===== src/rtl/iter_divider.sv =====
// rtl/iter_divider.sv - restoring radix-2 iterative divider (DIV/DIVU/REM/REMU), valid/ready in and out.
// Optional early-out for B==0 / |B|==1 / signed overflow: define DIV_SPECIAL_BYPASS_EN.
module iter_divider #(
    parameter int WIDTH = 32,
    parameter int CNT_W = 6
) (
    input  logic             clk,
    input  logic             rst_n,
    input  logic             in_valid,
    output logic             in_ready,
    input  logic [WIDTH-1:0] A,
    input  logic [WIDTH-1:0] B,
    input  logic             is_signed,
    input  logic             want_rem,
    output logic             out_valid,
    input  logic             out_ready,
    output logic [WIDTH-1:0] Result,
    output logic             Zero,
    output logic             DivByZero
);

    typedef enum logic [1:0] {IDLE, CALC, FIX, DONE} state_t;

    state_t state, state_nxt;

    // dvd holds the dividend magnitude and collects quotient bits as it shifts out
    logic [WIDTH-1:0] dvd;
    logic [WIDTH-1:0] dvs;
    logic [WIDTH-1:0] rem;
    logic [WIDTH-1:0] a_orig;
    logic [CNT_W-1:0] count;
    logic             sign_q;
    logic             sign_r;
    logic             rem_sel;
    logic             dbz;

    logic             accept;
    logic [WIDTH-1:0] mag_a;
    logic [WIDTH-1:0] mag_b;
    logic [WIDTH:0]   rem_shift;
    logic [WIDTH:0]   rem_diff;
    logic             can_sub;
    logic             last_step;
    logic [WIDTH-1:0] q_fin;
    logic [WIDTH-1:0] r_fin;
    logic [WIDTH-1:0] res_fin;

    assign in_ready  = (state == IDLE);
    assign out_valid = (state == DONE);
    assign accept    = in_valid && in_ready;

    assign mag_a = (is_signed && A[WIDTH-1]) ? (~A + 1'b1) : A;
    assign mag_b = (is_signed && B[WIDTH-1]) ? (~B + 1'b1) : B;

    // remainder is always below the divisor, so a borrow in the top bit means "does not fit"
    assign rem_shift = {rem, dvd[WIDTH-1]};
    assign rem_diff  = rem_shift - {1'b0, dvs};
    assign can_sub   = !rem_diff[WIDTH];
    assign last_step = (count == CNT_W'(WIDTH - 1));

    assign q_fin   = dbz ? {WIDTH{1'b1}} : (sign_q ? (~dvd + 1'b1) : dvd);
    assign r_fin   = dbz ? a_orig : (sign_r ? (~rem + 1'b1) : rem);
    assign res_fin = rem_sel ? r_fin : q_fin;

`ifdef DIV_SPECIAL_BYPASS_EN
    // |B|==1 leaves the quotient magnitude equal to |A| with zero remainder, which is
    // exactly what the accept edge loads, so FIX can finish the op directly.
    logic special;
    assign special = (B == '0) || (mag_b == WIDTH'(1));
`endif

    always_ff @(posedge clk or negedge rst_n) begin
        if (!rst_n) begin
            state <= IDLE;
        end else begin
            state <= state_nxt;
        end
    end

    always_comb begin
        state_nxt = state;
        case (state)
            IDLE: begin
                if (accept) begin
`ifdef DIV_SPECIAL_BYPASS_EN
                    state_nxt = special ? FIX : CALC;
`else
                    state_nxt = CALC;
`endif
                end
            end
            CALC: begin
                if (last_step) begin
                    state_nxt = FIX;
                end
            end
            FIX: begin
                state_nxt = DONE;
            end
            DONE: begin
                if (out_ready) begin
                    state_nxt = IDLE;
                end
            end
            default: state_nxt = IDLE;
        endcase
    end

    always_ff @(posedge clk or negedge rst_n) begin
        if (!rst_n) begin
            dvd       <= '0;
            dvs       <= '0;
            rem       <= '0;
            a_orig    <= '0;
            count     <= '0;
            sign_q    <= 1'b0;
            sign_r    <= 1'b0;
            rem_sel   <= 1'b0;
            dbz       <= 1'b0;
            Result    <= '0;
            Zero      <= 1'b1;
            DivByZero <= 1'b0;
        end else begin
            case (state)
                IDLE: begin
                    if (accept) begin
                        dvd     <= mag_a;
                        dvs     <= mag_b;
                        rem     <= '0;
                        a_orig  <= A;
                        count   <= '0;
                        sign_q  <= is_signed && (A[WIDTH-1] ^ B[WIDTH-1]);
                        sign_r  <= is_signed && A[WIDTH-1];
                        rem_sel <= want_rem;
                        dbz     <= (B == '0);
                    end
                end
                CALC: begin
                    dvd   <= {dvd[WIDTH-2:0], can_sub};
                    rem   <= can_sub ? rem_diff[WIDTH-1:0] : rem_shift[WIDTH-1:0];
                    count <= count + 1'b1;
                end
                FIX: begin
                    Result    <= res_fin;
                    Zero      <= (res_fin == '0);
                    DivByZero <= dbz;
                end
                default: ;
            endcase
        end
    end

endmodule


===== config.mk =====
export PLATFORM = sky130hd
export DESIGN_NAME = iter_divider
export DESIGN_NICKNAME = d
export VERILOG_FILES = /design/src/rtl/iter_divider.sv
export SDC_FILE = /design/constraint.sdc
export NUM_CORES = 1
export LEC_CHECK = 0
export CORE_MARGIN = 8
export CORE_UTILIZATION = 25
export DETAILED_ROUTE_END_ITERATION = 8
export HOLD_SLACK_MARGIN = 0.02
export SYNTH_ARGS = -nofsm -noshare
export SYNTH_HDL_FRONTEND = slang
export SYNTH_SLANG_ARGS = --single-unit

===== constraint.sdc =====
create_clock -name clk -period 3.35 [get_ports clk]
set_input_delay 0.67 -clock clk [delete_from_list [all_inputs] [get_ports clk]]
set_output_delay 0.67 -clock clk [all_outputs]
set_load 0.01 [all_outputs]

### Word level (Yosys, flattened, before mapping)

Cells that the tools add are included.

| operators by class | value |
|---|---|
| reductions and logical operators | 12 |
| multipliers | 0 |
| $add $sub $neg | 6 |
| mux-type cells | 18 |
| equality and inequality tests | 7 |
| order comparisons | 0 |
| div/mod/pow operators | 0 |
| bitwise logic cells | 5 |
| shift-type cells | 0 |

Operators with widths:

| kind | number |
|---|---|
| $mux W32 | 10 |
| $add A32 B1 Y32 const B | 4 |
| $not A32 Y32 | 4 |
| $pmux W32 S2 | 2 |
| $logic_not A32 Y1 | 2 |
| $sub A33 B32 Y33 | 1 |
| $pmux W6 S2 | 1 |
| $pmux W2 S4 | 1 |
| $add A6 B1 Y6 const B | 1 |
| $eq A6 B5 Y1 const B | 1 |
| $mux W2 | 3 |
| $mux W6 | 1 |
| $eq A2 B2 Y1 const B | 2 |
| $logic_and A1 B1 Y1 | 4 |
| $ne A2 B1 Y1 const B | 2 |
| $reduce_and A2 Y1 | 2 |
| $reduce_and A3 Y1 | 1 |
| $eq A2 B1 Y1 const B | 1 |
| $logic_not A2 Y1 | 1 |
| $ne A2 B2 Y1 const B | 1 |
| $reduce_bool A2 Y1 | 1 |
| $logic_not A1 Y1 | 1 |
| $xor A1 B1 Y1 | 1 |

| storage, ports and cells | value |
|---|---|
| output and inout port bits | 36 |
| latch bits | 0 |
| memories | 0 |
| flip-flop bits (word level) | 174 |
| memory bits (writable) | 0 |
| bits in read-only memories | 0 |
| logic and storage cells | 61 |

### Depth between registers and ports, before layout

| depth | value |
|---|---|
| depth in word-level cells | 6 |
| gate-level depth with buffers | 14 |
| depth with buffers taken out | 12 |

### Least setup slack after synthesis

No wires, ideal clock.

| timing | value |
|---|---|
| path type | register to register |
| start | reg dvd[3] |
| end | reg Zero |
| arrival | 3.359 ns |
| slack | -0.089 ns |
| stages on the path, launching flop included | 10 |
| buffers on the path | 0 |
| clock period less this slack | 3.439 ns |
| data required time | 3.270 ns |
| path through | dfrtp_1 -> or4_1 -> or4_1 -> or3_1 -> o41ai_1 -> xnor2_1 -> a22oi_1 -> or4bb_1 -> or4_1 -> o21ai_0 |

| on the way | value |
|---|---|
| longest elaborated chain between the ends | 6 |

RTL lines:

| what | line | source |
|---|---|---|
| start: declaration | 27 | `logic [WIDTH-1:0] dvd;` |
| start signal: assignment | 127 | `dvd <= mag_a;` |
| start signal: assignment | 139 | `dvd <= {dvd[WIDTH-2:0], can_sub};` |
| $not A32 Y32 | 61 | `assign q_fin = dbz ? {WIDTH{1'b1}} : (sign_q ? (~dvd + 1'b1) : dvd);` |
| $add A32 B1 Y32 | 61 |  |
| $mux W32 (*) (2 in series) | 61 |  |
| $mux W32 (*) | 63 | `assign res_fin = rem_sel ? r_fin : q_fin;` |
| $logic_not A32 Y1 (*) | 145 | `Zero <= (res_fin == '0);` |
| end signal: assignment | 145 |  |
| end: declaration | 18 | `output logic Zero,` |

Every way passes the cells marked *; elsewhere a longest branch is shown, timed or not.
A chain may end at the register's enable or synchronous reset.

### Final worst setup path

Ends and elaborated chain as after synthesis.

==> summary.md <==
| Metric | Value |
|---|---|
| Core area | `around 50000 um^2` |
| Post-Route WL | `roughly 41000 um` |
| Synth cell count leaders | `174 x nand2_1, 173 x dfrtp_1, 131 x o21ai_0` |
| R2R Setup Slk | `-0.13 ns` |
| Wire per inst | `between 15 and 20 um` |
| CTS tree | `done` |
| Number of synthesis warnings | `0` |
| Synth area leaders | `dfrtp_1 35%, o21ai_0 5.3%, nand2_1 5.2%` |
| Top-count cell post-synth | `nand2_1` |
| Final period demand of the worst path | `between 3 and 4 ns` |
| # clock sinks | `174` |
| Fill count | `between 5000 and 6000` |
| R2R Path Start | `dvd[3]` |
| Max Slew Vio Count | `0` |
| Gr usage total | `0.142` |
| Crit Path Class | `register to register` |
| Via count | `11917` |
| Sequential area share after synthesis | `0.350` |
| Fin. Hold Viols | `0` |
| Worst Max-Slew Pin Slew | `between 0.9 and 1 ns` |
| Synth top area share | `0.348` |
| Pin count of the biggest net entering global routing | `about 110` |
| Initial antenna violation count | `0` |
| Num CTS Buffers | `17` |
| Setup violations, final | `1` |
| Worst setup EP type | `register` |
| Relative slew slack | `0.394` |
| Hold crit path type | `input pin to asynchronous set/reset pin` |
| Worst Setup Slack, final | `-0.126 ns` |
| R2R Path End | `Zero` |
| # port buffers | `between 100 and 150` |
| First-pass GRT wire length | `65400 um` |
| Rows | `slightly above 80` |
| Longest Clk Path Bufs | `2` |
| FF+latch count, synth | `between 150 and 200` |
| Maxcap violations | `0` |
| RSZ-0062 raised after global routing | `true` |
| Die Span X | `239 um` |
| Dominant cell type by area after synthesis | `dfrtp_1` |
| Worst-path clk slew | `around 0.080 ns` |
| Clock skew | `between 0.01 and 0.015 ns` |
| Sequential cell area | `~4400 um^2` |
| Failing checks | `negative setup slack` |
| Cell Area, Synth | `between 10000 and 15000 um^2` |
| Routed Antenna Nets | `0` |
| Fin Setup TNS | `-0.126 ns` |
| Initial core utilization | `0.251` |
| Placer Congestion | `0.882` |
| DR vias/cell | `between 4 and 5` |
| Status | `finished with violations` |
| Pwr Density | `between 1000 and 1500 nW/um^2` |
| Crit Path Max Fanout | `2` |
| Area Growth Syn to Fin | `32.4%` |
| Mapped Nets | `1580` |
| Vias in the first global route | `~12000` |
| Critical path required time | `around 3.7 ns` |
| Area taken by multi-input logic gates | `~8000 um^2` |
| Layout cells sized above 1 | `0.208` |
| EDFF count, synth | `0` |
| DPL Wire Length | `approximately 31000 um` |
| FMAX | `0.288 GHz` |
| Critical Path Start Type | `register` |
| Overflow after GRT | `0` |
| Post-place setup slack | `-0.417 ns` |
| Residual DRC | `0` |
| R2R cell count | `9` |
| DR pass1 iterations | `6` |
| Post-layout util | `0.332` |
| NumNets Final | `1821` |
| Worst Path Arrival | `approximately 3.9 ns` |
| Final Instance Count excl. Fillers | `2394` |
| Post-synthesis instance total | `1468` |
| Hold-fix buffers, CTS | `0` |
| Root buffer cell | `clkbuf_16` |
| Synth cell types | `77` |
| Synth Flop Type | `dfrtp_1` |
| Die H | `239 um` |
| Worst-Skew Late Latency | `roughly 0.45 ns` |
| Number of H-tree levels | `4` |
| Peak supply drop | `0.515 mV` |
| Placed Instances | `2360` |
| Fraction of registers with async set/reset | `1.00` |
| N_diodes | `0` |
| # IOs | `106` |
| P_leak | `just under 7 nW` |
| Post-synthesis area per instance | `~8.5 um^2` |
| Final period util | `1.04` |
| Die area | `about 57000 um^2` |
| Starting DRT DRC Count | `900` |
critical path: stages, from the launching register on:
cell and delay, ns:
dfrtp_1 0.39, or4_4 0.54, or4_4 0.45, or3_4 0.37, o41ai_4 0.25, xnor2_1 0.18
a22oi_2 0.13, or4bb_1 0.48, or4_1 0.52, o21ai_1 0.09
flip-flops by register name, indices dropped and copies added, names as in the netlist, 2 cells and up:
signal  count
dvs        32
a_orig     32
dvd        32
count       6
rem        32
Result     32
state       2
cell families (layout without fill, tap and decap cells):
kind of cell | count (synthesis) | in the layout | share of synthesized area
compound gates | 406 | 406 | 0.210
xor+xnor | 130 | 130 | 0.0914
fa+ha+maj | 42 | 42 | 0.0428
buf+inv | 157 | 411 | 0.0491
flops | 174 | 174 | 0.350
mux | 78 | 78 | 0.0680
simple gates | 481 | 481 | 0.189
power by group:
part | switching [mW] | total [mW] | internal [mW]
Sequential | 0.936 | 4.05 | 3.11
Combinational | 6.27 | 11.7 | 5.48
Clock | 0.942 | 2.06 | 1.12
Total | 8.15 | 17.9 | 9.71
timing repair:
action	4_1_cts	5_1_grt
pin swaps	1	21
setup endpoints to repair	27	36
gates resized for setup	15	54
setup buffers	0	2
metrics by stage:
step | power, mW | cell area, um^2 | hold WS [ns]
after CTS | 17.5 | 16200 | 0.226
final | 17.9 | 16500 | 0.201
after floorplan | 10.7 | 12500 | 0.374
after detailed placement | 15.2 | 15600 | 0.466
after global placement | 15.0 | 15600 | 0.464
after global routing | 19.2 | 16500 | 0.252
metal layers:
metal | GRT usage | up-vias | share of wire
li1 | - | 5807 | -
met1 | 0.197 | 5747 | 0.47
met2 | 0.228 | 332 | 0.46
met3 | 0.0238 | 31 | 0.064
met4 | 0.0300 | 0 | 0.011
met5 | 0 | - | 0
placed cells by master (no fill, tap or decap), types with 6 or more instances in the layout:
cell type | Yosys | final
clkbuf_16 | 0 | 17
or4_4 | 1 | 6
ha_1 | 41 | 37
inv_1 | 70 | 69
or3_1 | 23 | 19
nor2b_1 | 9 | 8
and2_1 | 10 | 9
nand4_1 | 25 | 25
a21oi_1 | 98 | 95
nand2b_1 | 10 | 9
buf_4 | 1 | 199
a21o_1 | 12 | 12
or4_1 | 15 | 10
o41ai_1 | 21 | 18
o31ai_1 | 29 | 27
clkdlybuf4s50_1 | 0 | 100
a221o_1 | 17 | 17
nor2_1 | 103 | 102
nand3_1 | 19 | 18
mux2i_1 | 25 | 25
nor3_1 | 31 | 30
and3_1 | 8 | 8
o211ai_1 | 18 | 18
o21ai_0 | 131 | 124
or2_2 | 7 | 7
nand2_1 | 174 | 172
mux2_2 | 53 | 53
xnor2_1 | 61 | 61
o21a_1 | 7 | 6
dfrtp_1 | 173 | 169
nor4_1 | 17 | 14
o21ai_1 | 4 | 7
nor3b_1 | 10 | 10
xor2_1 | 69 | 69
worst max-delay path by stage:
stage | start | to | slack, ns | cells past startpoint
global placement | A[16] | dvd[27] | -0.41 | 12
CTS | dvd[6] | Zero | -0.11 | 10
global route | dvd[0] | Zero | -0.23 | 11
floorplan | dvd[6] | Zero | -0.02 | 10
finish | dvd[3] | Zero | -0.13 | 9
detailed placement | A[16] | dvd[27] | -0.42 | 12
layout make-up:
cell class,count,share of cell area
multi-input cells,1137,0.472
flip-flops and latches,174,0.264
repair buffers,309,0.161
well taps,672,0.0510
clock buffers,19,0.0263
inverters,70,0.0159
clock inverters,13,0.00933
Power figures use the tool's default switching activity.
==> RTL change 1: new RTL, same settings <==
The 4 states of `state_t` get a Gray code encoding in 2 bits.
--- a/src/rtl/iter_divider.sv
+++ b/src/rtl/iter_divider.sv
@@ -21,3 +21,3 @@
 
-    typedef enum logic [1:0] {IDLE, CALC, FIX, DONE} state_t;
+    typedef enum logic [1:0] {IDLE = 2'b00, CALC = 2'b01, FIX = 2'b11, DONE = 2'b10} state_t;
 
Check against the original RTL: same outputs for any inputs over 10 cycles, from zero or initial values and one cycle with rst_n low; not proved beyond that.
==> RTL change 1 against the unedited design <==
Synthesized cell count decreased by 3.2%; sequential cell count stayed put; setup slack better by 0.030 ns; core utilization about the same; critical path type unchanged; highest routed layer is now met5; synthesized area decreased by 4.0%; the run still ends with setup timing left; die area fell by 3.8%; total power rose by 4.4%; wire length down 0.52%; via count is 4.0% lower; final area fell by 4.5%.
==> RTL change 1: results (changes against the unedited design) <==
- Final GP Congestion: 0.864 (-2.0%)
- Top cells by area, synth: dfrtp_1 (36%), nand2_1 (7.1%), o21ai_0 (6.8%), xor2_1 (5.1%), xnor2_1 (4.4%)
- # setup viols final: 1 (unchanged)
- Critical path class: reg -> reg
- 1st-iter DRT viols: 913 (+1.4%)
- Pleak: 6.58 nW (-4.0%)
- DP HPWL: 31.4 mm (about the same)
- Clock Tree Buf Depth: 2 (unchanged)
- Worst r2r src: rem[1]
- Status: finished with violations
- Fin nets: 1739 (-4.5%)
- Layout fillers: 4979 (-4.2%)
- Cts repair resizes: 35 (+20)
- Fin Clk Skew: 0.0164 ns (+0.00155 ns)
- Wire length on met2: 19.7 mm (+5.2%)
- Worst-Skew Late Latency: 0.47 ns (+0.02 ns)
- Post-Syn Nets: 1529 (-3.2%)
- First-pass GRT wire length: 64.4 mm (-1.6%)
- Setup WS post-layout: -0.0955 ns (+0.0302 ns)
- Seq/Total Area, Yosys: 36.4% (+1.5 points)
- DR top layer: met5
- Library cells used by synthesis: 70 (-9.1%)
- Vias in the first global route: 11500 (-1.9%)
- Depth of the CTS H-tree: 4 (unchanged)
- Wire length on met1: 18.2 mm (-4.8%)
- Post-synth top cells: nand2_1 (226), dfrtp_1 (173), o21ai_0 (162)
- Post-CTS Setup Bufs: 6 (+6)
- Met3 wire length: 1.78 mm (-33%)
- Worst slew pin tran: 1.19 ns (+0.283 ns)
- Slowest cell on the critical path: or4b_4
- Total GRT Usage: 14.5% (+0.36 points)
- Worst reg-to-reg path cell count: 11 (+2)
- DRT Wirelength: 40.7 mm (-0.52%)
- TritonRoute pass-1 iters: 5 (-1)
- VDD IR max: 631 µV (+23%)
- Initial antenna violation count: 1 (+1)
- Vias per cell: 5.06 (+1.7%)
- Async S/R FF share, synth: 100% (unchanged)
- Worst path max stage delay: 0.58 ns (+0.04 ns)
- Max FO, Critical Path: 8 (+6)
- Share of cells above drive strength 1: 17.4% (-3.4 points)
- Yosys warns: 0 (unchanged)
- Largest net degree at the start of global routing: 99 (-7.5%)
- Violated checks: setup timing
- CTS root buf: clkbuf_16
- Int Pwr: 10.3 mW (+5.6%)
- IO buf count: 105 (unchanged)
- Worst Hold Class: in -> async
- Clk slew on worst S/H paths: 0.08 ns (about the same)
- CTS buffer count: 17 (unchanged)
[RTL change 1: changes by cell type after synthesis, sizes merged, moves of 28 or more]
cell,change
a22oi,+33
nand2,+52
a21oi,-46
o21ai,+28
nor2,-43
mux2,-34
[RTL change 1: worst max-delay path, delay by kind of cell (launching register included)]
kind	cells	cell delay, ns
AO/OA/AOI/OAI	3	0.67
XOR/XNOR	1	0.10
adder cells (fa/ha/maj)	1	0.13
buffers and inverters	1	0.08
flip-flops	1	0.40
multiplexers	1	0.28
AND/OR/NAND/NOR	4	1.72
[RTL change 1: worst paths after layout]
| check | end | slack [ns] |
|---|---|---|
| worst max-delay path | Zero | -0.1 |
| worst min-delay path | Result[9] | 0.09 |
| worst max register to register | Zero | -0.1 |
| worst min register to register | Result[22] | 0.48 |
| max in group asynchronous | dvs[3] | 2.34 |
| min in group clk | Result[22] | 0.48 |
[RTL change 1: metal layers]
| layer | up-vias | GRT usage [%] |
|---|---|---|
| li1 | 5563 | - |
| met1 | 5534 | 18.3 |
| met2 | 288 | 24.7 |
| met3 | 54 | 2.40 |
| met4 | 2 | 5.42 |
| met5 | - | 0 |
[RTL change 1: area by class of cell]
| class | count | share of cell area (%) |
|---|---|---|
| well taps | 615 | 4.89 |
| flip-flops and latches | 174 | 27.7 |
| repair buffers | 279 | 15.7 |
| multi-input cells | 1099 | 46.5 |
| clock buffers | 17 | 2.70 |
| clock inverters | 15 | 1.10 |
| diodes | 1 | 0.0159 |
| inverters | 60 | 1.43 |
[RTL change 1: power groups by stage]
stage,clock (mW),sequential [mW],combinational (mW)
after detailed placement,0,4.05,11.3
after CTS,2.11,4.04,12.2
after global placement,0,4.03,11.1
after global routing,2.20,4.18,13.7
after floorplan,0,3.96,6.75
final,2.08,4.05,12.5
[RTL change 1: cells by family after synthesis]
| logic type | Yosys count | synth area share [%] |
|---|---|---|
| buffers and inverters | 149 | 4.77 |
| and+or+nand+nor | 458 | 17.9 |
| DFF | 174 | 36.4 |
| muxes | 41 | 3.63 |
| AOI/OAI and AO/OA | 432 | 23.8 |
| xor gates and xnor gates | 129 | 9.45 |
| adders and majority gates | 38 | 4.04 |
[RTL change 1: metrics by stage]
stage                     instances  setup TNS, ns  util, %  area, µm²  setup slack [ns]
after floorplan                1421        -0.0646        -      12000           -0.0646
after global placement         2216          -1.35     31.1      14800            -0.224
after detailed placement       2216          -2.27     31.1      14800            -0.257
after CTS                      2257        -0.0758     32.9      15600           -0.0758
after global routing           2259         -0.275     33.2      15700            -0.184
final                          2260        -0.0955     33.2      15700           -0.0955
==> RTL change 2: new RTL, config.mk and constraints unchanged <==
Without the edit above. Change the parameter `WIDTH` from 32 to 36.
--- a/src/rtl/iter_divider.sv
+++ b/src/rtl/iter_divider.sv
@@ -3,3 +3,3 @@
 module iter_divider #(
-    parameter int WIDTH = 32,
+    parameter int WIDTH = 36,
     parameter int CNT_W = 6
Ports: changed (resized A, B and Result); port bits go from 106 to 118. No check against the original RTL was run, so the function may have changed too.
==> RTL change 2 against the unedited design <==
The run still ends with setup timing left; sequential cell count grew 20; synthesized cell count increased by 9.2%; critical path type unchanged; setup slack lost 0.13 ns; final area rose by 11%; wire length is 16% higher; synthesized area grew 10%; total power is 6.3% higher; largest cell class unchanged.
==> RTL change 2: results (changes against the unedited design) <==
- Status: finished with violations
- Violated checks: setup timing
- Critical path arrival: 4.01 ns (+0.16 ns)
- Slew Viols, Final: 0 (unchanged)
- Mean Syn Cell Area: 8.58 µm² (+1.1%)
- Post-Syn Nets: 1727 (+9.3%)
- Largest net degree at the start of global routing: 104 (-2.8%)
- Max FO, Critical Path: 4 (+2)
- Comb. pwr: 12.6 mW (+8%)
- VDD IR max: 446 µV (-13%)
- Top cells by area, synth: dfrtp_1 (35%), o21ai_0 (6.2%), xor2_1 (5.1%), mux2_2 (4.7%), xnor2_1 (4.6%)
- Worst path max stage delay: 0.56 ns (+0.02 ns)
- Max-slew headroom: 56.2% (+17 points)
- Routed vias: 13200 (+10%)
- IO buf count: 117 (+11%)
- Cts repair resizes: 25 (+10)
- Share of cells above drive strength 1: 20.8% (-0.033 points)
- Setup WS post-layout: -0.256 ns (-0.130 ns)
- Setup TNS: -0.256 ns (-0.130 ns)
- Fin nets: 2014 (+11%)
- TritonRoute pass-1 iters: 5 (-1)
- Area of the multi-input gates: 0.00853 mm² (+9.6%)
- Final GP Congestion: 0.927 (+5.1%)
- Finished Layout Cells: 2607 (+8.9%)
- Post-synth top cells: dfrtp_1 (193), o21ai_0 (171), nand2_1 (168)
- Flop pwr share: about 23%
- Worst-Skew Late Latency: 0.47 ns (+0.02 ns)
- # setup viols final: 1 (unchanged)
- 1st-iter DRT viols: 928 (+3.1%)
- DP HPWL: 37.8 mm (+20%)
- Total GRT Usage: 14.8% (+0.65 points)
- Pleak: 7.96 nW (+16%)
- First-pass GRT wire length: 74.4 mm (+14%)
- Placed inst area: 0.0173 mm² (+11%)
- Wire per inst: 18.2 µm (+6.4%)
- Seq/Total Area, Yosys: 35.3% (+0.34 points)
- Layout fillers: 5567 (+7.1%)
- Sw frac: 45.7% (+0.11 points)
[RTL change 2: changes by cell type after synthesis, moves of 10 or more]
cell,delta
a21oi_1,+17
o21ai_0,+40
a221o_1,-15
nand4_1,-14
o211ai_1,-13
xnor2_1,+12
xor2_1,+11
dfrtp_1,+20
mux2i_1,+32
nand3_1,-10
[RTL change 2: metrics by stage]
step                      power, mW  setup slack (ns)
final                          19.0            -0.256
after detailed placement       16.1            -0.497
after CTS                      18.7            -0.256
after global routing           20.4            -0.315
after global placement         15.9            -0.543
after floorplan                11.4            -0.144
[RTL change 2: final cells by class]
class                   instances  share of cell area (%)
well taps                     704                    4.83
multi-input cells            1241                    46.8
inverters                      80                    1.65
flip-flops and latches        194                    26.6
clock inverters                14                   0.761
clock buffers                  18                    2.41
repair buffers                356                    16.9
[RTL change 2: cell families after synthesis]
kind of cell / count (synthesis) / synth area share (%)
adder cells (fa/ha/maj): 46 / 4.24
buffers and inverters: 168 / 4.68
AO/OA/AOI/OAI: 460 / 20.5
flip-flops: 194 / 35.3
multiplexers: 115 / 8.90
XOR/XNOR: 153 / 9.74
AND/OR/NAND/NOR: 467 / 16.6
[RTL change 2: path summary, 6_finish.rpt]
kind | start | slack (ns) | endpoint
hold / removal | rst_n | 0.12 | dvs[10]
hold reg to reg | dvs[23] | 0.48 | dvs[23]
setup reg to reg | rem[1] | -0.26 | Zero
max in group asynchronous | rst_n | 2.43 | a_orig[21]
setup / recovery | rem[1] | -0.26 | Zero
min in group clk | dvs[23] | 0.48 | dvs[23]
[RTL change 2: routing by layer]
layer	global-route usage [%]	wire (µm)	share of wire (%)
met1	19.2	21400	45
met4	6.45	1780	3.7
met2	23.9	21700	46
met3	2.66	2540	5.4
met5	0	0	0
